File: config.mk
export PLATFORM = sky130hd
export DESIGN_NAME = mux_4to1_rr_arbiter
export DESIGN_NICKNAME = d
export VERILOG_FILES = /design/src/rtl/mux_arb_pkg.sv /design/src/rtl/mux_4to1_rr_arbiter_rr_pick4.sv /design/src/rtl/mux_4to1_rr_arbiter.sv
export SDC_FILE = /design/constraint.sdc
export NUM_CORES = 1
export LEC_CHECK = 0
export ABC_AREA = 1
export CAP_MARGIN = 15
export CORE_ASPECT_RATIO = 0.5
export CORE_MARGIN = 8
export CORE_UTILIZATION = 28
export DETAILED_ROUTE_END_ITERATION = 10
export GPL_TIMING_DRIVEN = 0
export PLACE_DENSITY = 0.54
export SYNTH_ARGS = -nofsm -noshare
export SYNTH_HDL_FRONTEND = slang
export SYNTH_SLANG_ARGS = --single-unit
File: constraint.sdc
create_clock -name clk -period 2.4 [get_ports clk]
set_input_delay 0.36 -clock clk [delete_from_list [all_inputs] [get_ports clk]]
set_output_delay 0.36 -clock clk [all_outputs]
set_load 0.005 [all_outputs]
File: src/rtl/mux_arb_pkg.sv
// Shared constants, state encoding and helpers for the 4-way round-robin
// arbiter that drives the select lines of mux_4to1.
package mux_arb_pkg;

  localparam int NUM_REQ = 4;
  localparam int SEL_W   = 2;

  typedef enum logic {
    ST_IDLE  = 1'b0,
    ST_GRANT = 1'b1
  } state_t;

  // Index of the set bit in a one-hot (or zero) vector; zero maps to 0.
  function automatic logic [SEL_W-1:0] onehot2idx(input logic [NUM_REQ-1:0] oh);
    logic [SEL_W-1:0] idx;
    idx = '0;
    for (int i = 0; i < NUM_REQ; i++) begin
      if (oh[i]) idx = SEL_W'(i);
    end
    return idx;
  endfunction

endpackage

File: src/rtl/mux_4to1_rr_arbiter_rr_pick4.sv
// Combinational round-robin picker: first set request at or after ptr,
// wrapping modulo 4 (rotate, fixed-priority, un-rotate).
module rr_pick4
  import mux_arb_pkg::*;
(
  input  logic [NUM_REQ-1:0] req,
  input  logic [SEL_W-1:0]   ptr,
  output logic               found,
  output logic [SEL_W-1:0]   idx
);

  logic [NUM_REQ-1:0] rot;
  logic [SEL_W-1:0]   off;

  // rot[0] is the requester at ptr, so the lowest set bit is the winner.
  for (genvar gi = 0; gi < NUM_REQ; gi++) begin : g_rot
    assign rot[gi] = req[ptr + SEL_W'(gi)];
  end

  always_comb begin
    off = '0;
    for (int i = NUM_REQ - 1; i >= 0; i--) begin
      if (rot[i]) off = SEL_W'(i);
    end
  end

  assign found = |rot;
  assign idx   = off + ptr;

endmodule

File: src/rtl/mux_4to1_rr_arbiter.sv
// Round-robin arbiter sharing a 4:1 mux: one-hot grant plus registered
// select lines, with grants released on request drop or hold-limit expiry.
module mux_4to1_rr_arbiter
  import mux_arb_pkg::*;
#(
  parameter  int MAX_HOLD = 8,
  localparam int CNT_W    = (MAX_HOLD > 1) ? $clog2(MAX_HOLD) : 1
) (
  input  logic               clk,
  input  logic               rst,
  input  logic [NUM_REQ-1:0] req,
  output logic [NUM_REQ-1:0] grant,
  output logic               s1,
  output logic               s0,
  output logic               valid,
  output logic               busy
);

  localparam logic [CNT_W-1:0] HOLD_LAST = CNT_W'(MAX_HOLD - 1);

  state_t             state_reg, state_next;
  logic [SEL_W-1:0]   ptr_reg, ptr_next;
  logic [CNT_W-1:0]   cnt_reg, cnt_next;
  logic [NUM_REQ-1:0] grant_reg, grant_next;
  logic [SEL_W-1:0]   sel_reg, sel_next;
  logic               valid_reg, valid_next;
  logic               busy_reg, busy_next;

  logic [SEL_W-1:0]   owner;
  logic               release_grant;
  logic [SEL_W-1:0]   pick_ptr;
  logic               pick_found;
  logic [SEL_W-1:0]   pick_idx;

  assign owner         = onehot2idx(grant_reg);
  assign release_grant = (state_reg == ST_GRANT) && (!req[owner] || (cnt_reg == HOLD_LAST));
  // Re-arbitration on release already sees the advanced pointer, so the
  // outgoing owner is lowest priority in the same cycle.
  assign pick_ptr      = release_grant ? owner + SEL_W'(1) : ptr_reg;

  rr_pick4 u_pick (
    .req   (req),
    .ptr   (pick_ptr),
    .found (pick_found),
    .idx   (pick_idx)
  );

  always_comb begin
    state_next = state_reg;
    ptr_next   = ptr_reg;
    cnt_next   = cnt_reg;
    grant_next = grant_reg;
    sel_next   = sel_reg;
    valid_next = valid_reg;
    busy_next  = busy_reg;

    if (state_reg == ST_IDLE) begin
      if (pick_found) begin
        state_next           = ST_GRANT;
        grant_next           = '0;
        grant_next[pick_idx] = 1'b1;
        sel_next             = pick_idx;
        valid_next           = 1'b1;
        busy_next            = 1'b1;
        cnt_next             = '0;
      end
    end else begin
      if (release_grant) begin
        ptr_next = pick_ptr;
        if (pick_found) begin
          grant_next           = '0;
          grant_next[pick_idx] = 1'b1;
          sel_next             = pick_idx;
          cnt_next             = '0;
        end else begin
          // Select stays on the last owner so the mux sees no extra toggle.
          state_next = ST_IDLE;
          grant_next = '0;
          valid_next = 1'b0;
          busy_next  = 1'b0;
        end
      end else begin
        cnt_next = cnt_reg + 1'b1;
      end
    end
  end

  always_ff @(posedge clk) begin
    if (rst) begin
      state_reg <= ST_IDLE;
      ptr_reg   <= '0;
      cnt_reg   <= '0;
      grant_reg <= '0;
      sel_reg   <= '0;
      valid_reg <= 1'b0;
      busy_reg  <= 1'b0;
    end else begin
      state_reg <= state_next;
      ptr_reg   <= ptr_next;
      cnt_reg   <= cnt_next;
      grant_reg <= grant_next;
      sel_reg   <= sel_next;
      valid_reg <= valid_next;
      busy_reg  <= busy_next;
    end
  end

  assign grant = grant_reg;
  assign s1    = sel_reg[1];
  assign s0    = sel_reg[0];
  assign valid = valid_reg;
  assign busy  = busy_reg;

endmodule

==> summary.md, run 1 <==
The post-synthesis sequential area ratio is 25.8%. The finished cells cover 0.00157 sq mm. Maximum VDD drop: 583 uV. After clock tree synthesis, the clock-pin slew on the worst setup and hold paths is 60 ps.

The fraction of final layout cells sized beyond drive strength 1 is 46.6%, and the average routed wire per standard cell is 11.1 microns. The filler cells instantiated in the layout total 340. The worst setup path is of the reg -> reg kind. Clock tree synthesis found a total of 13 sinks. The routed design could run at a clock period as short as 2550 ps.

The design draws 2.45 mW. The run gives 0 as the global route total overflow. The final reports fail on setup timing. After detailed routing, the number of vias per cell comes to 4.33.

The flow ran to the end, but the final reports show violations. The die covers 0.00589 sq mm. During I/O placement, the number of pins put on the boundary was 14. In this run the worst hold path is classified as reg -> reg.

Once placement completed, the tool counted placed cells totaling 221. The ratio of final minimum period to clock period is 106%. For this run, the total global-route usage over all layers was measured as 8.73%.

The total area inside the core boundary comes to 0.00343 sq mm. The peak clock frequency supported by timing was 0.393 GHz; the reported max-cap violation count was 0. The tools report the number of library cell types mapped by synthesis as 20.

The repair_antennas step left the layout with diodes totalling 0. Setup repair after global routing could not meet its margin everywhere. The worst setup path is captured at a flip-flop.

CTS placed an instance of clkbuf_8 at the clock tree root. The netlist area before placement was 0.00101 sq mm; the number of buffer cells added on primary ports was 13. The initialized floorplan defines 15 standard-cell rows. The maximum count of clock buffers along a single path was 2; the area occupied by multi-input gates was 863 sq um. The worst setup path is launched from a flip-flop. The maximum level of the CTS H-tree is 1. After the first detailed-routing iteration, the DRC count stood at 33. Data arrives at the worst endpoint at 2660 ps.

The run gives 1,048 as the detailed-route via count. TritonCTS built the clock tree. The count of synthesis-stage warnings from yosys was 0; the signed area change from the synthesized netlist to the final layout was 56.0%. The synthesized area divided by synthesized cell count came out at 6.42 sq um. Data on the critical path is required at its endpoint by 2510 ps.

Along the worst path, the maximum fanout reaches 6. The run gives 4 as the length of the first detailed-routing pass in iterations. The maximum number of pins on one net before global-route repair is 11, and the static leakage is 0.727 nW. For the number of global-route vias before repair, the log shows 982. Prior to clock tree synthesis, the placed netlist has a worst setup slack of -651 ps. For the final hold violation count, the log shows 0. The total DRC errors in the routed layout was 0. The area after detailed placement came out at 0.00120 sq mm. Clock latency on the worst-skew pair, taken at its later pin, is 240 ps. The post-synthesis sequential element count is 13, and the number of instances in the synthesized netlist is 157. In this run, CTS created clock tree buffers numbering 3. The setup total negative slack was -524 ps.

For this run, the post-layout net count is 201. For the register cell area after layout, the log shows 270 sq um. The total power divided by cell area works out to 1560 mW/mm^2. The number of flip-flops under the largest register name came out at 4. The count of cells in the finished layout, fillers not included, comes to 242. The initial antenna violation count is 0, and the count of pins over their slew limit is 0.

The overall die width was 101 microns. The total of hold buffers inserted after clock tree synthesis is 0, and the number of endpoints failing setup at the final stage is 5. The clock arrives with 2.34 ps of skew. The initial utilization of the core area, before any placement, comes to 29.4%. The first global-routing pass estimated 4.17 mm of wire. At the pin with the least slew margin, the transition time is 514 ps. The logs give 2.68 mm for the total wirelength of the detailed-routed design and 0.724 for the global placer's final weighted congestion.

The logs give -147 ps for the worst setup margin and 0 for the remaining number of nets flagged by the antenna check after routing. The post-DP HPWL was 1.76 mm; the worst max-slew margin expressed relative to the limit was 65.8%. When the netlist entered floorplanning its net count stood at 166. Vertical die dimension: 58.4 microns.
[critical path: stages, from the launching register on]
cell and delay (ps):
dfxtp_4 360, inv_2 60, nand2_2 50, nand2_2 70, nand2_1 50, nand2_1 70, nand2_2 90, nand2_8 110
nand2_8 100, nand2_8 120, nand2_8 80, nand2_2 80, nand2_2 70, nand2_2 60, nand2_2 60, a21oi_2 110
nor2_1 50, ha_2 190, xor2_2 150, inv_1 50, nand3_1 80, nand2_2 140, nor2_1 60, nor2_1 100
nor2_1 40
[logic make-up (layout without fill, tap and decap cells)]
logic type / Yosys count / in the layout / share of synthesized area, %
adder cells (fa/ha/maj): 3 / 3 / 3.72
buffers and inverters: 23 / 55 / 8.93
flip-flops: 13 / 13 / 25.8
XOR/XNOR: 1 / 1 / 0.869
AO/OA/AOI/OAI: 12 / 12 / 6.20
AND/OR/NAND/NOR: 105 / 107 / 54.5
[report_power, final]
group | total [mW] | switching (mW) | internal, mW | leakage (nW)
sequential | 0.369 | 0.0826 | 0.287 | 0.109
combinational | 1.89 | 1.09 | 0.797 | 0.593
clock | 0.193 | 0.0786 | 0.115 | 0.0255
total | 2.45 | 1.25 | 1.20 | 0.727
[path summary, 6_finish.rpt]
check	from	end	slack, ps	depth (start not counted)
setup reg to reg	grant[2]	grant[1]	-150	24
hold reg to reg	sel_reg[1]	sel_reg[1]	460	2
hold / removal	sel_reg[1]	sel_reg[1]	460	2
setup / recovery	grant[2]	grant[1]	-150	24
[metrics by stage]
step / hold slack (ps) / util, %
after floorplan: 429 / -
after global placement: 449 / 35.0
after detailed placement: 461 / 35.0
after CTS: 469 / 40.2
after global routing: 494 / 45.8
final: 464 / 45.8
[synthesized netlist by cell type]
cell,count,area share [%]
a21oi_1,10,5.0
buf_4,1,0.74
clkbuf_1,1,0.37
dfxtp_1,13,26
ha_1,3,3.7
inv_1,20,7.4
inv_2,1,0.37
nand2_1,45,17
nand2_2,18,11
nand2_4,8,8.9
nand2_8,1,2.0
nand3_1,11,5.5
nand3_2,1,0.99
nand3b_1,1,0.74
nor2_1,18,6.7
nor2_2,1,0.62
nor2_4,1,1.1
o21a_1,1,0.74
o21ai_0,1,0.50
xor2_1,1,0.87
[cell usage in the layout (no fill, tap or decap), drive strengths merged]
master	count
a21oi	10
buf	16
clkbuf	4
clkdlybuf4s15	1
clkdlybuf4s50	9
clkinv	1
dfxtp	13
dlygate4sd2	3
ha	3
inv	21
nand2	74
nand3	12
nand3b	1
nor2	20
o21a	1
o21ai	1
xor2	1
[repair_timing]
item / CTS / global route
resized for setup: 28 / 29
pin swaps: 8 / 7
setup endpoints to repair: 6 / 6
endpoints found under the hold margin: 0 / 0
setup buffers: 9 / 6
cloned: 0 / 2
[final cells by class]
cell class              instances  area share [%]
clock inverters                 1           0.318
inverters                      21            5.01
well taps                      51            4.06
repair buffers                 28            15.2
flip-flops and latches         13            17.2
multi-input cells             123            54.9
clock buffers                   3            2.63
plain buffers                   2           0.716
[metal layers]
layer / up-vias / track usage [%] / routed length, microns
li1: 552 / - / -
met1: 481 / 9.61 / 1170
met2: 11 / 16.1 / 1410
met3: 4 / 2.12 / 55
met4: 0 / 3.19 / 36
met5: - / 0 / 0
No activity file was read; power rests on OpenSTA's default activity.
==> inputs of run 2 (changes only) <==
--- a/config.mk
+++ b/config.mk
@@ -6,7 +6,6 @@
 export NUM_CORES = 1
 export LEC_CHECK = 0
 export ABC_AREA = 1
-export CAP_MARGIN = 15
 export CORE_ASPECT_RATIO = 0.5
 export CORE_MARGIN = 8
 export CORE_UTILIZATION = 28
==> results of run 2 <==
No change in the layout: final DEF, timing and power equal those of run 1.
==> inputs of run 3 (changes only) <==
--- a/config.mk
+++ b/config.mk
@@ -6,12 +6,12 @@
 export NUM_CORES = 1
 export LEC_CHECK = 0
 export ABC_AREA = 1
-export CORE_ASPECT_RATIO = 0.5
 export CORE_MARGIN = 8
-export CORE_UTILIZATION = 28
+export CORE_UTILIZATION = 48
+export CTS_CLUSTER_SIZE = 24
 export DETAILED_ROUTE_END_ITERATION = 10
 export GPL_TIMING_DRIVEN = 0
-export PLACE_DENSITY = 0.54
+export PLACE_DENSITY = 0.8
 export SYNTH_ARGS = -nofsm -noshare
 export SYNTH_HDL_FRONTEND = slang
 export SYNTH_SLANG_ARGS = --single-unit
==> run 3 against run 2 <==
Compared with the run above: the run still ends with setup timing left; non-clock buffer count up 6; first-iteration DRC count grew 79%; cell count down 7.9%; clock-buffer cell count up 1; combinational power increased by 13%; clock skew shrank 1.1 ps; cell area fell by 0.64%; hold slack better by 8.2 ps; clock power fell by 28%; critical endpoint is now grant[3]; largest cell class unchanged; largest power group unchanged.
==> summary.md, run 3 (synthesized netlist as in run 1, its figures left out) <==
The minimum period implied by the final worst setup slack came out at 2570 ps (+20.8 ps). The run gives 0 (unchanged) as the count of pins over their slew limit. The run gives 68.7% (+2.9 points) as the worst max-slew margin expressed relative to the limit. The number of endpoints failing setup at the final stage is 5 (unchanged).

The tools report the number of global-route vias before repair as 1,131 (+15%). The clock insertion delay at the later pin of the skew report came out at 280 ps (+40 ps). The run finished, with violations left. Clock-pin slew reported for the worst setup and hold paths after clock tree synthesis: 80 ps (+20 ps). The transition time at the pin with the least slew margin is 470 ps (-43.7 ps). The library cell used most frequently in the layout, excluding fill and tap cells, is nand2_2. The peak clock frequency supported by timing is 0.389 GHz (-0.81%), and the overall die width is 61.8 microns (-39%). TritonCTS built the clock tree.

For the number of I/O pins, the log shows 14 (unchanged). The run gives 206 (+2.5%) as the number of nets at the end of the flow. The fraction of final layout cells sized beyond drive strength 1 is 51.0% (+4.4 points). For the detailed-route via count, the log shows 1,124 (+7.3%). The category of the most critical setup path was reg -> reg. The total power divided by cell area was 1680 mW/mm^2 (+7.9%); the starting density of the core was 50.9% (+22 points).

Initial antenna violation count: 0 (unchanged). STA classifies the critical path startpoint as a flip-flop. The maximum count of clock buffers along a single path is 2 (unchanged).

The run gives 0 (unchanged) as the reported max-cap violation count. The final cell count without fillers was 223 (-7.9%). The worst hold path belongs to the class reg -> reg.

The remaining number of nets flagged by the antenna check after routing was 0 (unchanged). The average routed wire per standard cell works out to 13.9 microns (+26%). The final reports fail on setup timing.

The total of hold buffers inserted after clock tree synthesis was 0 (unchanged). The DRC violation total after the first TritonRoute iteration was 59 (+79%). The worst setup margin was -167 ps (-20.8 ps); the arrival time at the worst endpoint was 2770 ps (+110 ps).

Leaving out fill and tap cells, the most frequent cells in the layout are 31 x nand2_2, 27 x nand2_1, 20 x buf_4. The tools report the final worst clock skew as 1.25 ps (-1.09 ps). The tools report the post-DP HPWL as 1.67 mm (-5.1%). The wire length of the first global-routing pass is 4.82 mm (+16%). The run gives 472 ps (+8.19 ps) as the final hold slack. The tools report the full die area as 0.00382 sq mm (-35%). Setup repair after global routing could not meet its margin everywhere. For the total DRC errors in the routed layout, the log shows 0 (unchanged).

The logs give 16.6% (+7.9 points) for the global-route usage over all layers and 137 (-60%) for the fill cell total of the finished layout. Ratio of final minimum period to clock period: 107% (+0.87 points). The final hold violation count is 0 (unchanged).

The tools report the maximum number of pins on one net before global-route repair as 11 (unchanged). The maximum level of the CTS H-tree is 1 (unchanged). The tools report the number of buffers created by CTS as 3 (unchanged). The tools report the total wirelength of the detailed-routed design as 3.10 mm (+16%).

The number of flip-flops under the largest register name is 4 (unchanged), and the number of placement rows is 16 (+1). Relative to the synthesized area, the layout overhead comes to 55.0%. Maximum VDD drop: 1170 uV (+100%). The run gives -722 ps (-198 ps) as the setup total negative slack. The tools report the placeable core region as 0.00198 sq mm (-42%). The via density per instance was 5.04 (+16%). Total clock sinks: 13 (unchanged).

CTS placed an instance of clkbuf_4 at the clock tree root. The total power of the final layout is 2.63 mW (+7.2%), and the data required time of the critical path is 2600 ps (+90 ps). The maximum fanout count along the critical path is 8 (+2).

For the length of the first detailed-routing pass in iterations, the log shows 4 (unchanged). Type of element capturing the critical path: a flip-flop. The vertical die dimension is 61.8 microns (+5.8%). The static leakage is 0.734 nW (+0.94%). The number of buffer cells added on primary ports was 13 (unchanged); the global placer's final weighted congestion was 0.809 (+12%).

The global route total overflow came out at 0 (unchanged). The logs give 197 (-11%) for the number of cells after detailed placement and 0 (unchanged) for the total inserted antenna cells.
[run 3: changes by cell type in the layout (fill, tap and decap cells not counted), sizes merged]
cell	before	now
buf	16	22
clkbuf	4	6
clkdlybuf4s15	1	0
clkinv	1	0
nand2	74	73
[run 3: where the power goes]
| part | total (mW) | internal (mW) | leakage, nW | switching, mW |
|---|---|---|---|---|
| Clock | 0.139 | 0.0645 | 0.0150 | 0.0740 |
| Sequential | 0.356 | 0.286 | 0.109 | 0.0706 |
| Combinational | 2.13 | 0.904 | 0.610 | 1.23 |
| Total | 2.63 | 1.25 | 0.734 | 1.37 |
[run 3: timing repair]
action	4_1_cts	5_1_grt
resized for setup	45	21
setup buffers	18	3
cloned	1	0
endpoints found under the setup margin	6	10
pin swaps	25	17
[run 3: final cells by class]
| type | instances | area, sq um | share of cell area [%] |
|---|---|---|---|
| multi-input combinational | 122 | 855 | 54.7 |
| timing repair buffer | 34 | 287 | 18.3 |
| sequential | 13 | 269 | 17.2 |
| inverter | 21 | 81.3 | 5.20 |
| tap | 27 | 33.8 | 2.16 |
| clock buffer | 4 | 26.3 | 1.68 |
| buffer | 2 | 11.3 | 0.721 |
[run 3: layer usage]
layer / global-route usage (%) / vias up / wire [microns]
met5: 0 / - / 0
met2: 31.2 / 43 / 1690
met3: 2.67 / 10 / 112
li1: - / 559 / -
met4: 7.79 / 0 / 74
met1: 17.4 / 512 / 1230
[run 3: per-stage QoR]
step / worst slack [ps] / area, sq um / utilization, %
2_1_floorplan: 71.0 / 1010 / -
3_3_place_gp: -533 / 1170 / 59.2
3_5_place_dp: -599 / 1170 / 59.2
4_1_cts: -114 / 1480 / 74.5
5_1_grt: -389 / 1560 / 78.9
6_report: -167 / 1560 / 78.9
[run 3: final timing paths]
| kind | cells after the start | slack (ps) | start | end |
|---|---|---|---|---|
| min reg2reg | 2 | 470 | sel_reg[1] | sel_reg[1] |
| max reg2reg | 23 | -170 | grant[2] | grant[3] |
| max | 23 | -170 | grant[2] | grant[3] |
| min | 2 | 470 | sel_reg[1] | sel_reg[1] |
[run 3: critical path, stage by stage (launching register included)]
cell,delay (ps)
dfxtp_2,340
inv_2,70
nand2_2,50
nand2_2,80
nand2_2,50
nand2_2,80
nand2_2,70
nand2_4,120
nand2_8,110
nand2_4,110
nand2_8,70
nand2_2,100
nand2_4,70
nand2_2,60
nand2_2,70
a21oi_2,140
nor2_1,50
ha_2,180
xor2_2,180
inv_1,70
nand3_2,90
nand2_4,110
nand2_2,70
a21oi_1,140
